`config.mk`:
```
export PLATFORM = sky130hd
export DESIGN_NAME = keypad_bcd_encoder
export DESIGN_NICKNAME = d
export VERILOG_FILES = /design/src/rtl/keypad_bcd_encoder.sv
export SDC_FILE = /design/constraint.sdc
export NUM_CORES = 1
export LEC_CHECK = 0
export CAP_MARGIN = 25
export CELL_PAD_IN_SITES_DETAIL_PLACEMENT = 2
export CELL_PAD_IN_SITES_GLOBAL_PLACEMENT = 2
export CORE_ASPECT_RATIO = 0.75
export CORE_MARGIN = 4
export CORE_UTILIZATION = 33
export CTS_CLUSTER_SIZE = 40
export DETAILED_ROUTE_END_ITERATION = 7
export PLACE_DENSITY_LB_ADDON = 0.1
export SYNTH_ARGS = -nofsm -noshare
export SYNTH_HDL_FRONTEND = slang
export SYNTH_SLANG_ARGS = --single-unit
```
`constraint.sdc`:
```
create_clock -name CLK -period 1.65 [get_ports CLK]
set_input_delay 0.2475 -clock CLK [delete_from_list [all_inputs] [get_ports CLK]]
set_output_delay 0.2475 -clock CLK [all_outputs]
set_load 0.05 [all_outputs]
```
`src/rtl/keypad_bcd_encoder.sv`:
```
// 4x4 matrix keypad scanner with debounce, ghost rejection and key-to-code decode.
// Optional `KEYPAD_AUTOREPEAT_EN re-emits a held key every REPEAT_CYCLES cycles.
module keypad_bcd_encoder #(
  parameter int unsigned SCAN_DIV        = 4,
  parameter int unsigned DEBOUNCE_CYCLES = 8,
  parameter int unsigned REPEAT_CYCLES   = 64
) (
  input  logic       CLK,
  input  logic       RST,
  input  logic [3:0] row_in,
  output logic [3:0] col_out,
  output logic [3:0] BCD_output,
  output logic       key_valid
);

  localparam int unsigned SW = (SCAN_DIV > 1) ? $clog2(SCAN_DIV) : 1;
  localparam int unsigned DW = (DEBOUNCE_CYCLES > 1) ? $clog2(DEBOUNCE_CYCLES) : 1;

  typedef enum logic [1:0] {SCAN, DEBOUNCE, EMIT, WAIT_RELEASE} state_t;

  state_t          state;
  logic [3:0]      row_meta;
  logic [3:0]      rows_s;
  logic [3:0]      cap_rows;
  logic [1:0]      cap_row;
  logic [1:0]      col_idx;
  logic [SW-1:0]   scan_cnt;
  logic [DW-1:0]   deb_cnt;
  logic [DW-1:0]   rel_cnt;

`ifdef KEYPAD_AUTOREPEAT_EN
  localparam int unsigned RW = (REPEAT_CYCLES > 1) ? $clog2(REPEAT_CYCLES) : 1;
  logic [RW-1:0]   rpt_cnt;
`else
  // REPEAT_CYCLES has no function in this build
  logic unused_repeat;
  assign unused_repeat = ^REPEAT_CYCLES;
`endif

  function automatic logic one_low(input logic [3:0] r);
    logic [3:0] z;
    z = ~r;
    return (z != 4'd0) && ((z & (z - 4'd1)) == 4'd0);
  endfunction

  function automatic logic [1:0] low_idx(input logic [3:0] r);
    logic [1:0] idx;
    idx = 2'd0;
    for (int i = 0; i < 4; i++) begin
      if (!r[i]) idx = 2'(i);
    end
    return idx;
  endfunction

  function automatic logic [3:0] col_drive(input logic [1:0] idx);
    return ~(4'b0001 << idx);
  endfunction

  function automatic logic [3:0] decode(input logic [1:0] r, input logic [1:0] c);
    logic [3:0] code;
    case ({r, c})
      4'h0: code = 4'd1;   4'h1: code = 4'd2;   4'h2: code = 4'd3;   4'h3: code = 4'hA;
      4'h4: code = 4'd4;   4'h5: code = 4'd5;   4'h6: code = 4'd6;   4'h7: code = 4'hB;
      4'h8: code = 4'd7;   4'h9: code = 4'd8;   4'hA: code = 4'd9;   4'hB: code = 4'hC;
      4'hC: code = 4'hE;   4'hD: code = 4'd0;   4'hE: code = 4'hF;   default: code = 4'hD;
    endcase
    return code;
  endfunction

  always_ff @(posedge CLK) begin
    if (RST) begin
      row_meta   <= 4'hF;
      rows_s     <= 4'hF;
      state      <= SCAN;
      cap_rows   <= 4'hF;
      cap_row    <= 2'd0;
      col_idx    <= 2'd0;
      col_out    <= 4'b1110;
      scan_cnt   <= '0;
      deb_cnt    <= '0;
      rel_cnt    <= '0;
      BCD_output <= 4'd0;
      key_valid  <= 1'b0;
`ifdef KEYPAD_AUTOREPEAT_EN
      rpt_cnt    <= '0;
`endif
    end else begin
      row_meta  <= row_in;
      rows_s    <= row_meta;
      key_valid <= 1'b0;
      case (state)
        // Sample at the end of each column dwell; only a single low row is a key.
        SCAN: begin
          if (scan_cnt == SW'(SCAN_DIV - 1)) begin
            scan_cnt <= '0;
            if (one_low(rows_s)) begin
              cap_rows <= rows_s;
              cap_row  <= low_idx(rows_s);
              deb_cnt  <= '0;
              state    <= DEBOUNCE;
            end else begin
              col_idx <= col_idx + 2'd1;
              col_out <= col_drive(col_idx + 2'd1);
            end
          end else begin
            scan_cnt <= scan_cnt + SW'(1);
          end
        end
        DEBOUNCE: begin
          if (rows_s != cap_rows) begin
            deb_cnt  <= '0;
            scan_cnt <= '0;
            col_idx  <= col_idx + 2'd1;
            col_out  <= col_drive(col_idx + 2'd1);
            state    <= SCAN;
          end else if (deb_cnt == DW'(DEBOUNCE_CYCLES - 1)) begin
            deb_cnt    <= '0;
            key_valid  <= 1'b1;
            BCD_output <= decode(cap_row, col_idx);
            state      <= EMIT;
          end else begin
            deb_cnt <= deb_cnt + DW'(1);
          end
        end
        EMIT: begin
          rel_cnt <= '0;
`ifdef KEYPAD_AUTOREPEAT_EN
          // The emit cycle itself is the first held cycle of the repeat period.
          rpt_cnt <= RW'(1);
`endif
          state   <= WAIT_RELEASE;
        end
        WAIT_RELEASE: begin
          if (rows_s == 4'hF) begin
            if (rel_cnt == DW'(DEBOUNCE_CYCLES - 1)) begin
              rel_cnt  <= '0;
              scan_cnt <= '0;
              col_idx  <= col_idx + 2'd1;
              col_out  <= col_drive(col_idx + 2'd1);
              state    <= SCAN;
            end else begin
              rel_cnt <= rel_cnt + DW'(1);
            end
          end else begin
            rel_cnt <= '0;
`ifdef KEYPAD_AUTOREPEAT_EN
            if (rows_s == cap_rows) begin
              if (rpt_cnt == RW'(REPEAT_CYCLES - 1)) begin
                key_valid  <= 1'b1;
                BCD_output <= decode(cap_row, col_idx);
                state      <= EMIT;
              end else begin
                rpt_cnt <= rpt_cnt + RW'(1);
              end
            end else begin
              rpt_cnt <= '0;
            end
`endif
          end
        end
        default: state <= SCAN;
      endcase
    end
  end

endmodule

```
* After elaboration in Yosys (flattened, before gate mapping)
Memories as Yosys holds them, arrays and structs flattened. A register that Yosys moved wholly into a read port is not among the register bits.
Cells that the tools add are included.
** Word-level totals
- Memories kept :: 1
- Flip-flop bits (word level) :: 31
- Memory bits (read-only) :: 64
- Output and inout port bits :: 9
- Logic and storage cells :: 86
- Bits of input ports :: 6
** Memory list
- (name not given) :: words 16, width 4, read ports 1, clocked after memory_dff 1, wr ports 0, line 61 : case ({r, c})
** Operators by class
- Bitwise logic cells :: 5
- $add $sub $neg :: 5
- Shift-type cells :: 1
- Equality and inequality tests :: 15
- Reduce and logical (&&, ||, !) cells :: 14
- Mux-type cells :: 34
** Operator list (count)
- 2-bit 2-to-1 mux :: 15
- 4-bit 2-to-1 mux :: 5
- 3-bit 2-to-1 mux :: 6
- 2-bit inequality test (second input constant) :: 6
- 2-bit case mux with 3 select lines :: 2
- 3-bit case mux with 2 select lines :: 2
- 4-bit case mux with 3 select lines :: 1
- 3-bit AND reduction :: 3
- 4-bit NOT :: 2
- 2-bit case mux with 4 select lines :: 1
- 3-bit by 1-bit adder with 3-bit output (second input constant) :: 2
- 2-bit == test (second input constant) :: 3
- 3-bit == test (second input constant) :: 2
- 6-bit AND reduction :: 1
- 5-bit AND reduction :: 1
- 2-bit by 1-bit adder with 2-bit output (second input constant) :: 2
- 4-bit AND :: 1
- 4-bit == test (second input constant) :: 1
- 4-bit logical NOT :: 1
- 4-bit inequality test :: 1
- 4-bit AND reduction :: 1
- 2-bit nonzero test :: 2
- 4-bit nonzero test :: 1
- 1-bit by 2-bit << shifter with 4-bit output (first input constant) :: 1
- other kinds (9) :: 11

* Longest topological paths before layout
Gate-level depths: netlist (run 1).
- Depth in word-level cells :: 8
- Depth in mapped cells :: 7
- Gate-level depth less buffers :: 7

* Least setup slack after synthesis (run 1)
No wires, ideal clock.
- Kind :: reg2reg
- Start :: register rows_s[2]
- End :: register col_idx[1]
- Library setup time :: 128 ps
- Period minus slack after synthesis :: 1574 ps
- Data required time :: 1522 ps
- Stages on the path, launching flop included :: 7
- Slack :: 76 ps
- Buffers on the path :: 1
- Arrival :: 1446 ps
- Path through :: dfxtp_1 buf_6 xor2_2 o41ai_1 o211ai_2 mux2i_1 nor2_1
** On the way
- Word-level cells in the longest chain between the ends :: 7
- Elaborated cells between the ends (all ways) :: 12
- Classes of those cells :: 1 x add/sub; 5 x eq/ne; 2 x bitwise; 4 x reduce/logical
** Ends and longest elaborated chain
- start: declaration :: line 23 : logic [3:0] rows_s;
- start signal: assignment :: line 89 : rows_s <= row_meta;
- 4-bit NOT :: line 42 : z = ~r;
- 4-bit by 1-bit subtractor with 4-bit output :: line 43 : return (z != 4'd0) && ((z & (z - 4'd1)) == 4'd0);
- 4-bit AND :: line 43
- 4-bit logical NOT :: line 43
- 1-bit logical AND :: line 43
- 2-bit inequality test (no source line)
- 6-bit AND reduction (no source line) *
- end signal: assignment :: line 102 : col_idx <= col_idx + 2'd1;
- end signal: assignment :: line 113 : col_idx <= col_idx + 2'd1;
- end signal: assignment :: line 138 : col_idx <= col_idx + 2'd1;
- end: declaration :: line 26 : logic [1:0] col_idx;
Every way passes the cells marked *; elsewhere a longest branch is shown, timed or not.
A chain may end at the register's enable or synchronous reset.

* Final worst setup path (run 1)
- Start :: register cap_rows[0]
- End :: register col_out[1]
** On the way
- Word-level cells in the longest chain between the ends :: 3
** Ends and longest elaborated chain
- start: declaration :: line 24 : logic [3:0] cap_rows;
- start signal: assignment :: line 97 : cap_rows <= rows_s;
- 4-bit inequality test :: line 110 : if (rows_s != cap_rows) begin
- 2-bit inequality test (no source line)
- 6-bit AND reduction (no source line)
- end signal: assignment :: line 103 : col_out <= col_drive(col_idx + 2'd1);
- end signal: assignment :: line 114 : col_out <= col_drive(col_idx + 2'd1);
- end signal: assignment :: line 139 : col_out <= col_drive(col_idx + 2'd1);
- end: declaration :: line 11 : output logic [3:0] col_out,
Every way passes these cells.

==> metrics.txt, run 1 <==
# TYPE chip_impl_metric gauge
chip_impl_metric{name="post_synth.cell_area_avg",unit="µm²"} 9.94
chip_impl_metric{name="cts.htree.levels",unit=""} 2
chip_impl_metric{name="setup_tns",unit="ns"} -0.00589
chip_impl_metric{name="die_w",unit="µm"} 91.4
chip_impl_info{name="tritoncts",value="yes"} 1
chip_impl_metric{name="setup_viol",unit=""} 1
chip_impl_metric{name="synthesis.nets",unit=""} 190
chip_impl_metric{name="detail_route.drc_violations",unit=""} 0
chip_impl_metric{name="vias_per_cell",unit=""} 5.09
chip_impl_metric{name="clk_pin_slew",unit="ns"} 0.07
chip_impl_metric{name="drt-wirelength-per-cell",unit="µm"} 18.1
chip_impl_metric{name="area_growth",unit="%"} 36.3
chip_impl_metric{name="regArea",unit="µm²"} 719
chip_impl_metric{name="yosys_register_bits",unit=""} 35
chip_impl_metric{name="setup_ws",unit="ns"} -0.00589
chip_impl_metric{name="worst_pin_slew",unit="ns"} 0.367
chip_impl_metric{name="layout_cells_sized_above_1",unit="%"} 43.6
chip_impl_metric{name="slew-limit-headroom",unit="%"} 75.5
chip_impl_info{name="crit-reg2reg-launch",value="cap_rows[0]"} 1
chip_impl_metric{name="drtAntennaViolNets",unit=""} 0
chip_impl_metric{name="power.density_cell_area",unit="mW/mm²"} 821
chip_impl_metric{name="final_nets",unit=""} 227
chip_impl_metric{name="dp_hpwl",unit="mm"} 3.05
chip_impl_metric{name="multi_input_area",unit="mm²"} 0.00108
chip_impl_metric{name="synth_warnings",unit=""} 0
chip_impl_metric{name="r2r_slack",unit="ns"} -0.006
chip_impl_metric{name="total_global_routing_overflow",unit=""} 0
chip_impl_metric{name="post-route-cell-area",unit="mm²"} 0.00234
chip_impl_metric{name="post_synth_num_cell_types",unit=""} 43
chip_impl_info{name="start_kind",value="flop"} 1
chip_impl_metric{name="dpl_cell_area",unit="mm²"} 0.00198
chip_impl_metric{name="slew_violations",unit=""} 0
chip_impl_info{name="critical_path.endpoint_type",value="flop"} 1
chip_impl_metric{name="final.period_utilization",unit="%"} 100
chip_impl_info{name="status",value="finished, violations left"} 1
chip_impl_metric{name="fill_cells",unit=""} 506
chip_impl_metric{name="routed_wl",unit="mm"} 4.90
chip_impl_metric{name="pin_count",unit=""} 15
chip_impl_metric{name="drtPass1Iterations",unit=""} 4
chip_impl_metric{name="timing.max_cap.violations",unit=""} 0
chip_impl_metric{name="number_of_global_route_vias_before_repair",unit=""} 1508
chip_impl_metric{name="peakVddDrop",unit="V"} 0.000353
chip_impl_metric{name="grt_start_max_net_pins",unit=""} 36
chip_impl_metric{name="clock_path_buffers",unit=""} 2
chip_impl_info{name="violated_checks",value="setup timing"} 1
chip_impl_metric{name="port_buffers",unit=""} 14
chip_impl_info{name="min_path_type",value="flop to flop"} 1
chip_impl_metric{name="antenna_found_initial",unit=""} 0
chip_impl_metric{name="hold_buffers",unit=""} 0
chip_impl_metric{name="leakage_power",unit="nW"} 0.952
chip_impl_metric{name="starting_density_of_the_core",unit="%"} 34.7
chip_impl_metric{name="worst_r2r_path_depth",unit=""} 6
chip_impl_metric{name="vias",unit=""} 1379
chip_impl_metric{name="arrival",unit="ns"} 1.82
chip_impl_info{name="critical_path_class",value="flop to flop"} 1
chip_impl_metric{name="die_height",unit="µm"} 70.5
chip_impl_info{name="endpoint_of_the_most_critical_setup_path",value="col_out[1]"} 1
chip_impl_metric{name="antenna_cells",unit=""} 0
chip_impl_metric{name="cts.sink_count",unit=""} 35
chip_impl_metric{name="initialDrtViolationCount",unit=""} 36
chip_impl_metric{name="latest_clock_arrival_within_the_worst_skew_pair",unit="ns"} 0.29
chip_impl_info{name="top_library_cells_by_usage_in_the_layout_fill_and_taps_aside",value="sky130_fd_sc_hd__dfxtp_1 (28), sky130_fd_sc_hd__buf_4 (28), sky130_fd_sc_hd__nor2_1 (16), sky130_fd_sc_hd__a21oi_1 (10), sky130_fd_sc_hd__ha_1 (10)"} 1
chip_impl_metric{name="core_area",unit="mm²"} 0.00495
chip_impl_metric{name="gp_congestion",unit=""} 0.805
chip_impl_metric{name="totalPowerFinal",unit="mW"} 1.92
chip_impl_metric{name="cts_buffers",unit=""} 5
chip_impl_metric{name="grt_util_all_layers",unit="%"} 15.5
chip_impl_metric{name="timing.final.crit_period",unit="ns"} 1.66
chip_impl_metric{name="max_freq",unit="MHz"} 604
chip_impl_metric{name="final.setup_skew",unit="ns"} 0.0105
chip_impl_metric{name="hold-worst-slack",unit="ns"} 0.416
chip_impl_info{name="cts_root_buf",value="sky130_fd_sc_hd__clkbuf_8"} 1
chip_impl_metric{name="grt_first_pass_wirelength",unit="mm"} 7.82
chip_impl_metric{name="synth-seq-area-share",unit="%"} 40.7
chip_impl_metric{name="post_synth_instance_area",unit="mm²"} 0.00172
chip_impl_metric{name="hold_viol",unit=""} 0
chip_impl_metric{name="required",unit="ns"} 1.81
chip_impl_info{name="critPathLaunch",value="cap_rows[0]"} 1
chip_impl_metric{name="synthesis.instances",unit=""} 173
chip_impl_info{name="rsz0062_at_grt",value="yes"} 1
chip_impl_metric{name="cp_max_fo",unit=""} 5
chip_impl_info{name="reg2reg_to",value="col_out[1]"} 1
chip_impl_metric{name="rows",unit=""} 22
chip_impl_metric{name="area_of_the_die",unit="mm²"} 0.00644
[state kept, by name, indices dropped and copies added (netlist names), named ones only]
| signal | cells |
|---|---|
| row_meta | 4 |
| col_out | 4 |
| rows_s | 4 |
| cap_row | 2 |
| state | 1 |
| BCD_output | 4 |
| cap_rows | 4 |
| col_idx | 2 |
| deb_cnt | 3 |
| key_valid | 1 |
| scan_cnt | 2 |
| rel_cnt | 3 |
[logic make-up (layout without fill, tap and decap cells)]
| logic type | count (synthesis) | count (layout) | synth area share [%] |
|---|---|---|---|
| simple gates | 61 | 61 | 20.3 |
| compound gates | 33 | 34 | 14.7 |
| fa+ha+maj | 11 | 11 | 8.00 |
| flops | 35 | 35 | 40.7 |
| buf+inv | 18 | 55 | 5.96 |
| mux | 9 | 9 | 5.96 |
| xor+xnor | 6 | 6 | 4.36 |
[what timing repair did]
| item | CTS | global route |
|---|---|---|
| setup endpoints to repair | 13 | 23 |
| gates cloned | 1 | 0 |
| buffers inserted | 5 | 3 |
| pin swaps | 10 | 11 |
| gates resized for setup | 17 | 28 |
[where the power goes]
part	switching (mW)	internal [mW]	leakage (nW)	total [mW]
Sequential	0.0276	0.872	0.283	0.899
Combinational	0.168	0.151	0.618	0.319
Clock	0.326	0.380	0.0505	0.706
[cell type report]
| type | instances | share of cell area [%] |
|---|---|---|
| Multi-Input combinational cell | 121 | 46.1 |
| Timing Repair Buffer | 39 | 14.4 |
| Sequential cell | 35 | 30.7 |
| Clock inverter | 1 | 0.320 |
| Clock buffer | 7 | 4.11 |
| Tap cell | 60 | 3.20 |
| Inverter | 8 | 1.28 |
[cell usage after synthesis (all sizes together)]
cell type	count	area, µm²
a22oi	1	7.51
inv	8	30.0
mux2i	8	80.1
nand2	8	30.0
nand3	4	32.5
buf	4	45.0
ha	11	138
a211o	3	26.3
nand4b	2	17.5
and3	1	6.26
clkbuf	5	18.8
nor3	6	46.3
xnor2	2	25.0
nand3b	2	15.0
and4	1	10.0
or2	8	50.1
o21ai	5	25.0
nor2	19	71.3
dfxtp	35	701
or2b	1	8.76
nor2b	4	25.0
a21oi	12	63.8
o311ai	1	26.3
a211oi	2	25.0
nand4	1	6.26
a221oi	1	15.0
o211ai	3	27.5
a21o	1	8.76
or4	1	11.3
xor2	4	50.1
nand2b	2	12.5
a31oi	3	18.8
dlygate4sd1	1	8.76
o41ai	1	8.76
nor4	1	6.26
mux4	1	22.5
[routing by layer]
| layer | global-route usage (%) | part of all wire (%) |
|---|---|---|
| met5 | 0 | 0 |
| met4 | 4.01 | 0.37 |
| met2 | 26.4 | 51 |
| met1 | 19.7 | 46 |
| met3 | 3.83 | 2.8 |
[worst min-delay path by stage]
stage	cells after the start	from	slack [ns]	endpoint
after floorplan	1	row_in[0]	0.35	row_meta[0]
after global placement	1	row_meta[2]	0.40	rows_s[2]
after detailed placement	1	row_meta[2]	0.41	rows_s[2]
after CTS	1	row_meta[2]	0.42	rows_s[2]
after global routing	1	row_meta[1]	0.44	rows_s[1]
final	1	row_meta[2]	0.42	rows_s[2]
[worst max-delay path, cell delays in order (launching register included)]
cell and delay, ns:
sky130_fd_sc_hd__dfxtp_4 0.37, sky130_fd_sc_hd__xor2_4 0.20, sky130_fd_sc_hd__o41ai_4 0.43, sky130_fd_sc_hd__buf_4 0.19, sky130_fd_sc_hd__o211ai_4 0.13, sky130_fd_sc_hd__nor3_2 0.16, sky130_fd_sc_hd__a31oi_2 0.06
[metrics by stage]
step                      setup WS [ns]  instances  util [%]
final                          -0.00589        271      47.3
after floorplan                  0.0764        173         -
after global placement          -0.0385        254      40.0
after global routing             -0.128        271      47.3
after detailed placement         -0.109        254      40.0
after CTS                        -0.103        268      44.3
No activity file was read; power rests on OpenSTA's default activity.
==> run 2: changes to the inputs <==
--- a/config.mk
+++ b/config.mk
@@ -13,6 +13,7 @@
 export CORE_UTILIZATION = 33
 export CTS_CLUSTER_SIZE = 40
 export DETAILED_ROUTE_END_ITERATION = 7
+export HOLD_SLACK_MARGIN = 0.15
 export PLACE_DENSITY_LB_ADDON = 0.1
 export SYNTH_ARGS = -nofsm -noshare
 export SYNTH_HDL_FRONTEND = slang
==> results of run 2 <==
No change in the layout: final DEF, timing and power equal those of run 1.
==> run 3: changes to the inputs <==
--- a/config.mk
+++ b/config.mk
@@ -13,7 +13,7 @@
 export CORE_UTILIZATION = 33
 export CTS_CLUSTER_SIZE = 40
 export DETAILED_ROUTE_END_ITERATION = 7
-export HOLD_SLACK_MARGIN = 0.15
+export HOLD_SLACK_MARGIN = 0.02
 export PLACE_DENSITY_LB_ADDON = 0.1
 export SYNTH_ARGS = -nofsm -noshare
 export SYNTH_HDL_FRONTEND = slang
==> results of run 3 <==
No change in the layout: final DEF, timing and power equal those of run 1.
